File: src/rtl/uart_bus_arbiter_if.sv
// rtl/uart_bus_arbiter_if.sv - requester and UART register-port bundle for uart_bus_arbiter
// req_lock exists only when UART_ARB_LOCK_EN is defined.
interface uart_bus_arbiter_if #(
    parameter int NUM_REQ = 2,
    parameter int ADDR_W  = 4,
    parameter int DATA_W  = 32
);
    logic [NUM_REQ-1:0]        req;
    logic [NUM_REQ-1:0]        req_we;
    logic [NUM_REQ*ADDR_W-1:0] req_addr;
    logic [NUM_REQ*DATA_W-1:0] req_wdata;
`ifdef UART_ARB_LOCK_EN
    logic [NUM_REQ-1:0]        req_lock;
`endif
    logic [NUM_REQ-1:0]        ack;
    logic [DATA_W-1:0]         rdata;
    logic                      busy;
    logic                      uart_sel;
    logic                      uart_wr_enable;
    logic [ADDR_W-1:0]         uart_addr;
    logic [DATA_W-1:0]         wdata_mem;
    logic [DATA_W-1:0]         uart_data;

    modport slave (
        input  req, req_we, req_addr, req_wdata, uart_data,
`ifdef UART_ARB_LOCK_EN
        input  req_lock,
`endif
        output ack, rdata, busy, uart_sel, uart_wr_enable, uart_addr, wdata_mem
    );

    modport master (
        output req, req_we, req_addr, req_wdata, uart_data,
`ifdef UART_ARB_LOCK_EN
        output req_lock,
`endif
        input  ack, rdata, busy, uart_sel, uart_wr_enable, uart_addr, wdata_mem
    );
endinterface

File: src/rtl/uart_bus_arbiter.sv
// rtl/uart_bus_arbiter.sv - round-robin arbiter sharing the UART register port between requesters
// Optional requester lock for atomic sequences is enabled by defining UART_ARB_LOCK_EN.
module uart_bus_arbiter #(
    parameter int NUM_REQ = 2,
    parameter int ADDR_W  = 4,
    parameter int DATA_W  = 32
) (
    input logic              clock,
    input logic              reset,
    uart_bus_arbiter_if.slave bus
);
    localparam int IDX_W = $clog2(NUM_REQ);

    typedef enum logic [1:0] {
        IDLE   = 2'd0,
        ACCESS = 2'd1,
        RESP   = 2'd2
    } state_e;

    state_e              state_q, state_d;
    logic [IDX_W-1:0]    last_grant_q, last_grant_d;
    logic [IDX_W-1:0]    cmd_idx_q, cmd_idx_d;
    logic                cmd_we_q, cmd_we_d;
    logic [ADDR_W-1:0]   cmd_addr_q, cmd_addr_d;
    logic [DATA_W-1:0]   cmd_wdata_q, cmd_wdata_d;
    logic [DATA_W-1:0]   rdata_q, rdata_d;
    logic [NUM_REQ-1:0]  ack_q, ack_d;
    logic                sel_q, sel_d;
    logic                wr_q, wr_d;
    logic [NUM_REQ-1:0]  eligible;
    logic                found;
    logic [IDX_W-1:0]    winner;

`ifdef UART_ARB_LOCK_EN
    logic locked_q, locked_d;
    logic lock_hold;

    // While locked, only the requester that took the lock may win.
    assign lock_hold = locked_q && bus.req_lock[cmd_idx_q];
    always_comb begin
        eligible = bus.req;
        if (lock_hold) begin
            eligible = bus.req & (NUM_REQ'(1) << cmd_idx_q);
        end
    end
`else
    assign eligible = bus.req;
`endif

    // Highest priority goes to the requester just after the last grant.
    always_comb begin
        logic [IDX_W-1:0] ci;
        found  = 1'b0;
        winner = '0;
        ci     = '0;
        for (int k = NUM_REQ - 1; k >= 0; k--) begin
            ci = IDX_W'((int'(last_grant_q) + 1 + k) % NUM_REQ);
            if (eligible[ci]) begin
                found  = 1'b1;
                winner = ci;
            end
        end
    end

    always_comb begin
        state_d      = state_q;
        last_grant_d = last_grant_q;
        cmd_idx_d    = cmd_idx_q;
        cmd_we_d     = cmd_we_q;
        cmd_addr_d   = cmd_addr_q;
        cmd_wdata_d  = cmd_wdata_q;
        rdata_d      = rdata_q;
        ack_d        = '0;
        sel_d        = 1'b0;
        wr_d         = 1'b0;
`ifdef UART_ARB_LOCK_EN
        locked_d     = locked_q;
`endif
        case (state_q)
            IDLE: begin
`ifdef UART_ARB_LOCK_EN
                if (locked_q && !bus.req_lock[cmd_idx_q]) begin
                    locked_d = 1'b0;
                end
`endif
                if (found) begin
                    state_d      = ACCESS;
                    last_grant_d = winner;
                    cmd_idx_d    = winner;
                    cmd_we_d     = bus.req_we[winner];
                    cmd_addr_d   = bus.req_addr[int'(winner)*ADDR_W +: ADDR_W];
                    cmd_wdata_d  = bus.req_wdata[int'(winner)*DATA_W +: DATA_W];
                    sel_d        = 1'b1;
                    wr_d         = bus.req_we[winner];
                end
            end
            ACCESS: begin
                state_d = RESP;
                rdata_d = cmd_we_q ? '0 : bus.uart_data;
                ack_d   = NUM_REQ'(1) << cmd_idx_q;
            end
            RESP: begin
                state_d = IDLE;
`ifdef UART_ARB_LOCK_EN
                locked_d = bus.req_lock[cmd_idx_q];
`endif
            end
            default: state_d = IDLE;
        endcase
    end

    always_ff @(posedge clock) begin
        if (!reset) begin
            state_q      <= IDLE;
            last_grant_q <= IDX_W'(NUM_REQ - 1);
            cmd_idx_q    <= '0;
            cmd_we_q     <= 1'b0;
            cmd_addr_q   <= '0;
            cmd_wdata_q  <= '0;
            rdata_q      <= '0;
            ack_q        <= '0;
            sel_q        <= 1'b0;
            wr_q         <= 1'b0;
`ifdef UART_ARB_LOCK_EN
            locked_q     <= 1'b0;
`endif
        end else begin
            state_q      <= state_d;
            last_grant_q <= last_grant_d;
            cmd_idx_q    <= cmd_idx_d;
            cmd_we_q     <= cmd_we_d;
            cmd_addr_q   <= cmd_addr_d;
            cmd_wdata_q  <= cmd_wdata_d;
            rdata_q      <= rdata_d;
            ack_q        <= ack_d;
            sel_q        <= sel_d;
            wr_q         <= wr_d;
`ifdef UART_ARB_LOCK_EN
            locked_q     <= locked_d;
`endif
        end
    end

    assign bus.ack            = ack_q;
    assign bus.rdata          = rdata_q;
    assign bus.busy           = (state_q != IDLE);
    assign bus.uart_sel       = sel_q;
    assign bus.uart_wr_enable = wr_q;
    assign bus.uart_addr      = cmd_addr_q;
    assign bus.wdata_mem      = cmd_wdata_q;
endmodule

File: src/flat_wrapper.sv
// flat-port wrapper written by rule: the top's interface ports become plain ports
module uart_bus_arbiter_flat 
#(
    parameter int NUM_REQ = 2,
    parameter int ADDR_W  = 4,
    parameter int DATA_W  = 32
)
  (clock, reset, bus_req, bus_req_we, bus_req_addr, bus_req_wdata, bus_uart_data, bus_ack, bus_rdata, bus_busy, bus_uart_sel, bus_uart_wr_enable, bus_uart_addr, bus_wdata_mem);
  uart_bus_arbiter_if #(.NUM_REQ(NUM_REQ), .ADDR_W(ADDR_W), .DATA_W(DATA_W)) bus_i ();
  input logic clock;
  input logic reset;
  input wire logic [$bits(bus_i.req)-1:0] bus_req;
  input wire logic [$bits(bus_i.req_we)-1:0] bus_req_we;
  input wire logic [$bits(bus_i.req_addr)-1:0] bus_req_addr;
  input wire logic [$bits(bus_i.req_wdata)-1:0] bus_req_wdata;
  input wire logic [$bits(bus_i.uart_data)-1:0] bus_uart_data;
  output wire logic [$bits(bus_i.ack)-1:0] bus_ack;
  output wire logic [$bits(bus_i.rdata)-1:0] bus_rdata;
  output wire logic [$bits(bus_i.busy)-1:0] bus_busy;
  output wire logic [$bits(bus_i.uart_sel)-1:0] bus_uart_sel;
  output wire logic [$bits(bus_i.uart_wr_enable)-1:0] bus_uart_wr_enable;
  output wire logic [$bits(bus_i.uart_addr)-1:0] bus_uart_addr;
  output wire logic [$bits(bus_i.wdata_mem)-1:0] bus_wdata_mem;
  assign bus_i.req = bus_req;
  assign bus_i.req_we = bus_req_we;
  assign bus_i.req_addr = bus_req_addr;
  assign bus_i.req_wdata = bus_req_wdata;
  assign bus_i.uart_data = bus_uart_data;
  assign bus_ack = bus_i.ack;
  assign bus_rdata = bus_i.rdata;
  assign bus_busy = bus_i.busy;
  assign bus_uart_sel = bus_i.uart_sel;
  assign bus_uart_wr_enable = bus_i.uart_wr_enable;
  assign bus_uart_addr = bus_i.uart_addr;
  assign bus_wdata_mem = bus_i.wdata_mem;
  uart_bus_arbiter #(.NUM_REQ(NUM_REQ), .ADDR_W(ADDR_W), .DATA_W(DATA_W)) u_core (.clock(clock), .reset(reset), .bus(bus_i));
endmodule
File: config.mk
export PLATFORM = sky130hd
export DESIGN_NAME = uart_bus_arbiter_flat
export DESIGN_NICKNAME = d
export VERILOG_FILES = /design/src/rtl/uart_bus_arbiter_if.sv /design/src/rtl/uart_bus_arbiter.sv /design/src/flat_wrapper.sv
export SDC_FILE = /design/constraint.sdc
export NUM_CORES = 1
export LEC_CHECK = 0
export ABC_AREA = 1
export CORE_MARGIN = 2
export CORE_UTILIZATION = 42
export DETAILED_ROUTE_END_ITERATION = 7
export PLACE_DENSITY = 0.86
export SYNTH_ARGS = -nofsm -noshare
export SYNTH_HDL_FRONTEND = slang
export SYNTH_SLANG_ARGS = --single-unit
File: constraint.sdc
create_clock -name clock -period 2.4 [get_ports clock]
set_clock_uncertainty 0.15 [all_clocks]
set_input_delay 0.48 -clock clock [delete_from_list [all_inputs] [get_ports clock]]
set_output_delay 0.48 -clock clock [all_outputs]
set_load 0.01 [all_outputs]
; After elaboration in Yosys (flattened, before gate mapping)
; Index checks and enable logic that the tools add are counted.
[classes]
addsub = 2
n_mul = 0
div_mod_pow = 0
magnitude_cmp = 3
eq_ne = 2
shift = 3
mux = 14
bitwise = 0
n_reduce_logical = 6
[ops]
columns = op, count
row1 = indexed part select 64 x 7 -> 32 bit, 1
row2 = 2-to-1 mux 32 bit, 1
row3 = 2-to-1 mux 1 bit, 11
row4 = indexed part select 8 x 4 -> 4 bit, 1
row5 = less-than comparator 1 x 2 -> 1 bit (second input constant), 3
row6 = AND reduction 2 bit, 3
row7 = case mux 2 bit (2 select lines), 1
row8 = AND reduction 3 bit, 1
row9 = adder 1 bit (second input constant), 2
row10 = equality test 2 x 1 -> 1 bit (second input constant), 1
row11 = zero test 2 bit, 1
row12 = 2-to-1 mux 2 bit, 1
row13 = != test 2 x 1 -> 1 bit (second input constant), 1
row14 = nonzero test 2 bit, 1
row15 = left shift 1 x 1 -> 2 bit (first input constant), 1
[word_totals]
regBits = 77
latch_bits = 0
ram_bits = 0
romBits = 0
input_bits = 110
output_inout_bits = 73
wordCells = 40
n_memories = 0

; Logic depth before layout (Yosys ltp)
[depth]
depth_word = 8
mapped_depth = 7
ltp_nobuf = 6

; Worst setup path before layout
; No wires, ideal clock.
[synth_path]
kind = input -> register
startpoint = input reset
endpoint = register u_core.rdata_q[24], in the netlist u_core.bus.rdata[24]
setup_time_ps = 126
arrival_time_ps = 1119
required_time_ps = 2124
path_slack_ps = 1004
stages = 4
n_path_buf = 2
path_cell_list = buf_4 nand3_1 clkbuf_1 o21ai_0
[synth_lines]
columns = element, line
row1 = start: declaration, flat_wrapper.sv:11  ; input logic reset;
row2 = end signal: assignment, uart_bus_arbiter.sv:134  ; rdata_q <= rdata_d;
row3 = end: declaration, uart_bus_arbiter.sv:26  ; logic [DATA_W-1:0] rdata_q, rdata_d;

; Worst setup path after layout
[layout_path]
startpoint = register u_core.state_q[0]
endpoint = output bus_busy
[layout_via]
elab_chain_len = 1
[layout_rtl]
columns = element, line
row1 = start: declaration, uart_bus_arbiter.sv:20  ; state_e state_q, state_d;
row2 = start signal: assignment, uart_bus_arbiter.sv:128  ; state_q <= state_d;
row3 = nonzero test 2 bit, uart_bus_arbiter.sv:146  ; assign bus.busy = (state_q != IDLE);
row4 = end: declaration, flat_wrapper.sv:19  ; output wire logic [$bits(bus_i.busy)-1:0] bus_busy;
; Every way passes these cells.

==> flow_metrics.tcl <==
set metrics [dict create \
    postRouteWirelength_um 9980 \
    final_area_um2 5380 \
    cp.arrival_ns 1.45 \
    grt_usage_pct 22.8 \
    place_inst 720 \
    synth_area_leaders "dfxtp_1 (47%), nand2_1 (18%), nand3_1 (11%), nand3b_1 (8.0%), inv_1 (4.9%)" \
    syn-num-nets 565 \
    final_cell_count_no_fill 736 \
    placed_area_um2 5200 \
    cts_buffers 9 \
    ctsResizeCount 0 \
    synth_top_family_by_area "simple AND/OR/NAND/NOR gates" \
    first_iter_violations 153 \
    outcome "finished, final reports clean" \
    die_area_um2 8560 \
    syn_area_um2 3290 \
    ir_worst_vdd_v 0.000334 \
    clk_path_buf_depth 2 \
    io-pin-count 183 \
    fill_cells 623 \
    vias 3506 \
    hold_slack_ns 0.296 \
    wl_met3_um 516 \
    synthXorXnorAreaFrac_pct 0 \
    cp_slowest_cell "clkdlybuf4s50_1" \
    die_h_um 92.5 \
    syn_to_final_growth_pct 63.6 \
    crit_chain "inv_1 > nand2_1 > clkdlybuf4s50_1" \
    worstMarginPinSlew_ns 0.948 \
    firstDrtPassIters 4 \
    grt_pass1_wl_um 15700 \
    yosysTopAreaCell "dfxtp_1" \
    worstPathMaxFanout 4 \
    coreArea_um2 7650 \
    grt_overflow_total 0 \
    synthCells 455 \
    numPortBuffers 182 \
    nets 739 \
    synth_cell_type_count 18 \
    worstSetupStartpointType "register" \
    dp_hpwl_um 7390 \
    yosysWarnings 0 \
    crit_required_ns 1.77 \
    max_cap_violations 0 \
    leakagePower_nw 2.41 \
    slew_viol_final 0 \
    setup_viol 0 \
    hold_start "u_core.bus.wdata_mem[26]" \
    yosys_register_bits 77 \
    cts.clk_slew.worst_paths_ns 0.08 \
    critPathLaunch "u_core.state_q[0]" \
    tns_ns 0 \
    routabilityCongestion 0.824 \
    r2r_setup_slack_ns 0.84 \
    via_per_inst 4.76 \
    crit_path_end_kind "output port" \
    antenna_cells 0 \
    critPathBufInv 2 \
    fin_crit_ns 2.08 \
    highest_layer "met4" \
    fin_crit_sh_pct 86.7 \
    power_density_nw_per_um2 583 \
    clk_latency_ns 0.33 \
    wl_per_cell_um 13.6 \
    h-tree-depth 3 \
    die_w_um 92.5 \
    synth_compound_area_share_pct 5.52 \
    hold_path.class "reg -> reg" \
    wl_met1_um 4240 \
    floorplan.rows 32 \
    rsz0062_at_grt "no" \
    drcViolationCount 0 \
    cp_slowest_stage_delay_ns 0.56 \
    hold_viol 0 \
    grt_antenna_before_repair 0 \
    synthAdderAreaFrac_pct 0 \
    wl_met2_um 4960 \
    rr_startpoint "u_core.cmd_we_q" \
    cts_root_buf "clkbuf_8" \
    yosys.area_share.simple_pct 37.8 \
    hold_buffers 0 \
    drive_gt1_share_pct 5.21 \
    fmax_mhz 481 \
    cts_tree "built" \
    max-slew-margin-rel_pct 36.7 \
    drt.antenna.violating_nets 0 \
    criticalPathCategory "reg -> out" \
    grt_max_degree 38 \
    critPathTopFamily "buffers and inverters" \
    cts.sinks 77 \
    synthMuxAreaShare_pct 0 \
    synth_area_per_cell_um2 7.23 \
    initial_core_util_pct 43.0 \
    first_global_vias 3293 \
    post_cts_buffers 0 \
    ys_seq_area_share_pct 46.9 \
    netlist.area_leader.share_pct 46.9 \
]
-- Yosys cell counts, drive strengths merged --
library cell and n:
nand3 72, inv 44, clkbuf 11, dfxtp 77, nand3b 35, nand2 156, buf 20, nor2 6
a21oi 2, o21ai 32
-- power by group --
part           leakage [nW]  switching [W]  total [W]  internal, W
Sequential            0.633      0.0000583    0.00145      0.00139
Combinational          1.69       0.000345   0.000786     0.000440
Clock                0.0917       0.000470   0.000902     0.000432
-- kinds of logic after synthesis --
group / after synthesis
flip-flops: 77
AND/OR/NAND/NOR: 269
buffers and inverters: 75
AO/OA/AOI/OAI: 34
-- area by class of cell --
cell class / instances / area, µm² / share of cell area [%]
clock buffer: 11 / 151 / 2.81
clock inverter: 5 / 33.8 / 0.628
inverter: 44 / 165 / 3.07
multi-input combinational: 303 / 1430 / 26.5
sequential: 77 / 1540 / 28.6
tap: 102 / 128 / 2.37
timing repair buffer: 194 / 1940 / 36.0
-- registers in the layout, indices dropped and copies added (netlist names) --
name / flops
u_core.bus.uart_addr: 4
u_core.last_grant_q: 1
u_core.bus.uart_sel: 1
u_core.state_q: 2
u_core.cmd_we_q: 1
u_core.bus.rdata: 32
u_core.bus.wdata_mem: 32
u_core.bus.ack: 2
u_core.cmd_idx_q: 1
u_core.bus.uart_wr_enable: 1
-- worst min-delay path, stage by stage (launching register included) --
cell and delay, ns:
dfxtp_1 0.31, nand2_1 0.06, nand2_1 0.04
-- per-stage QoR --
stage	power, W	util [%]	setup slack, ns
after floorplan	0.00179	-	1.00
after global placement	0.00224	67.9	0.488
after detailed placement	0.00226	67.9	0.426
after CTS	0.00316	70.4	0.303
after global routing	0.00329	70.4	0.254
final	0.00314	70.4	0.320
-- worst paths after layout --
check / end / cells past startpoint
max: bus_busy / 3
min reg2reg: u_core.bus.wdata_mem[26] / 2
max reg2reg: u_core.bus.rdata[11] / 3
min: u_core.bus.wdata_mem[26] / 2
-- layout by cell type (no fill, tap or decap) --
| cell type | netlist | routed |
|---|---|---|
| a21oi_1 | 1 | 1 |
| a21oi_4 | 1 | 1 |
| buf_12 | 0 | 2 |
| buf_4 | 2 | 10 |
| clkbuf_8 | 0 | 11 |
| clkdlybuf4s50_1 | 0 | 182 |
| clkinv_2 | 0 | 2 |
| clkinvlp_4 | 0 | 2 |
| dfxtp_1 | 77 | 77 |
| inv_1 | 43 | 43 |
| inv_2 | 1 | 1 |
| inv_6 | 0 | 1 |
| nand2_1 | 155 | 155 |
| nand2_2 | 1 | 1 |
| nand3_1 | 72 | 72 |
| nand3b_1 | 35 | 35 |
| nor2_1 | 4 | 4 |
| nor2_2 | 1 | 1 |
| nor2_4 | 1 | 1 |
| o21ai_0 | 32 | 32 |
-- metal layers --
| layer | vias up | global-route usage, % |
|---|---|---|
| met5 | - | 0 |
| met4 | 0 | 9.70 |
| met3 | 20 | 4.56 |
| met2 | 118 | 39.6 |
| met1 | 1582 | 27.5 |
| li1 | 1786 | - |
Power figures use the tool's default switching activity.
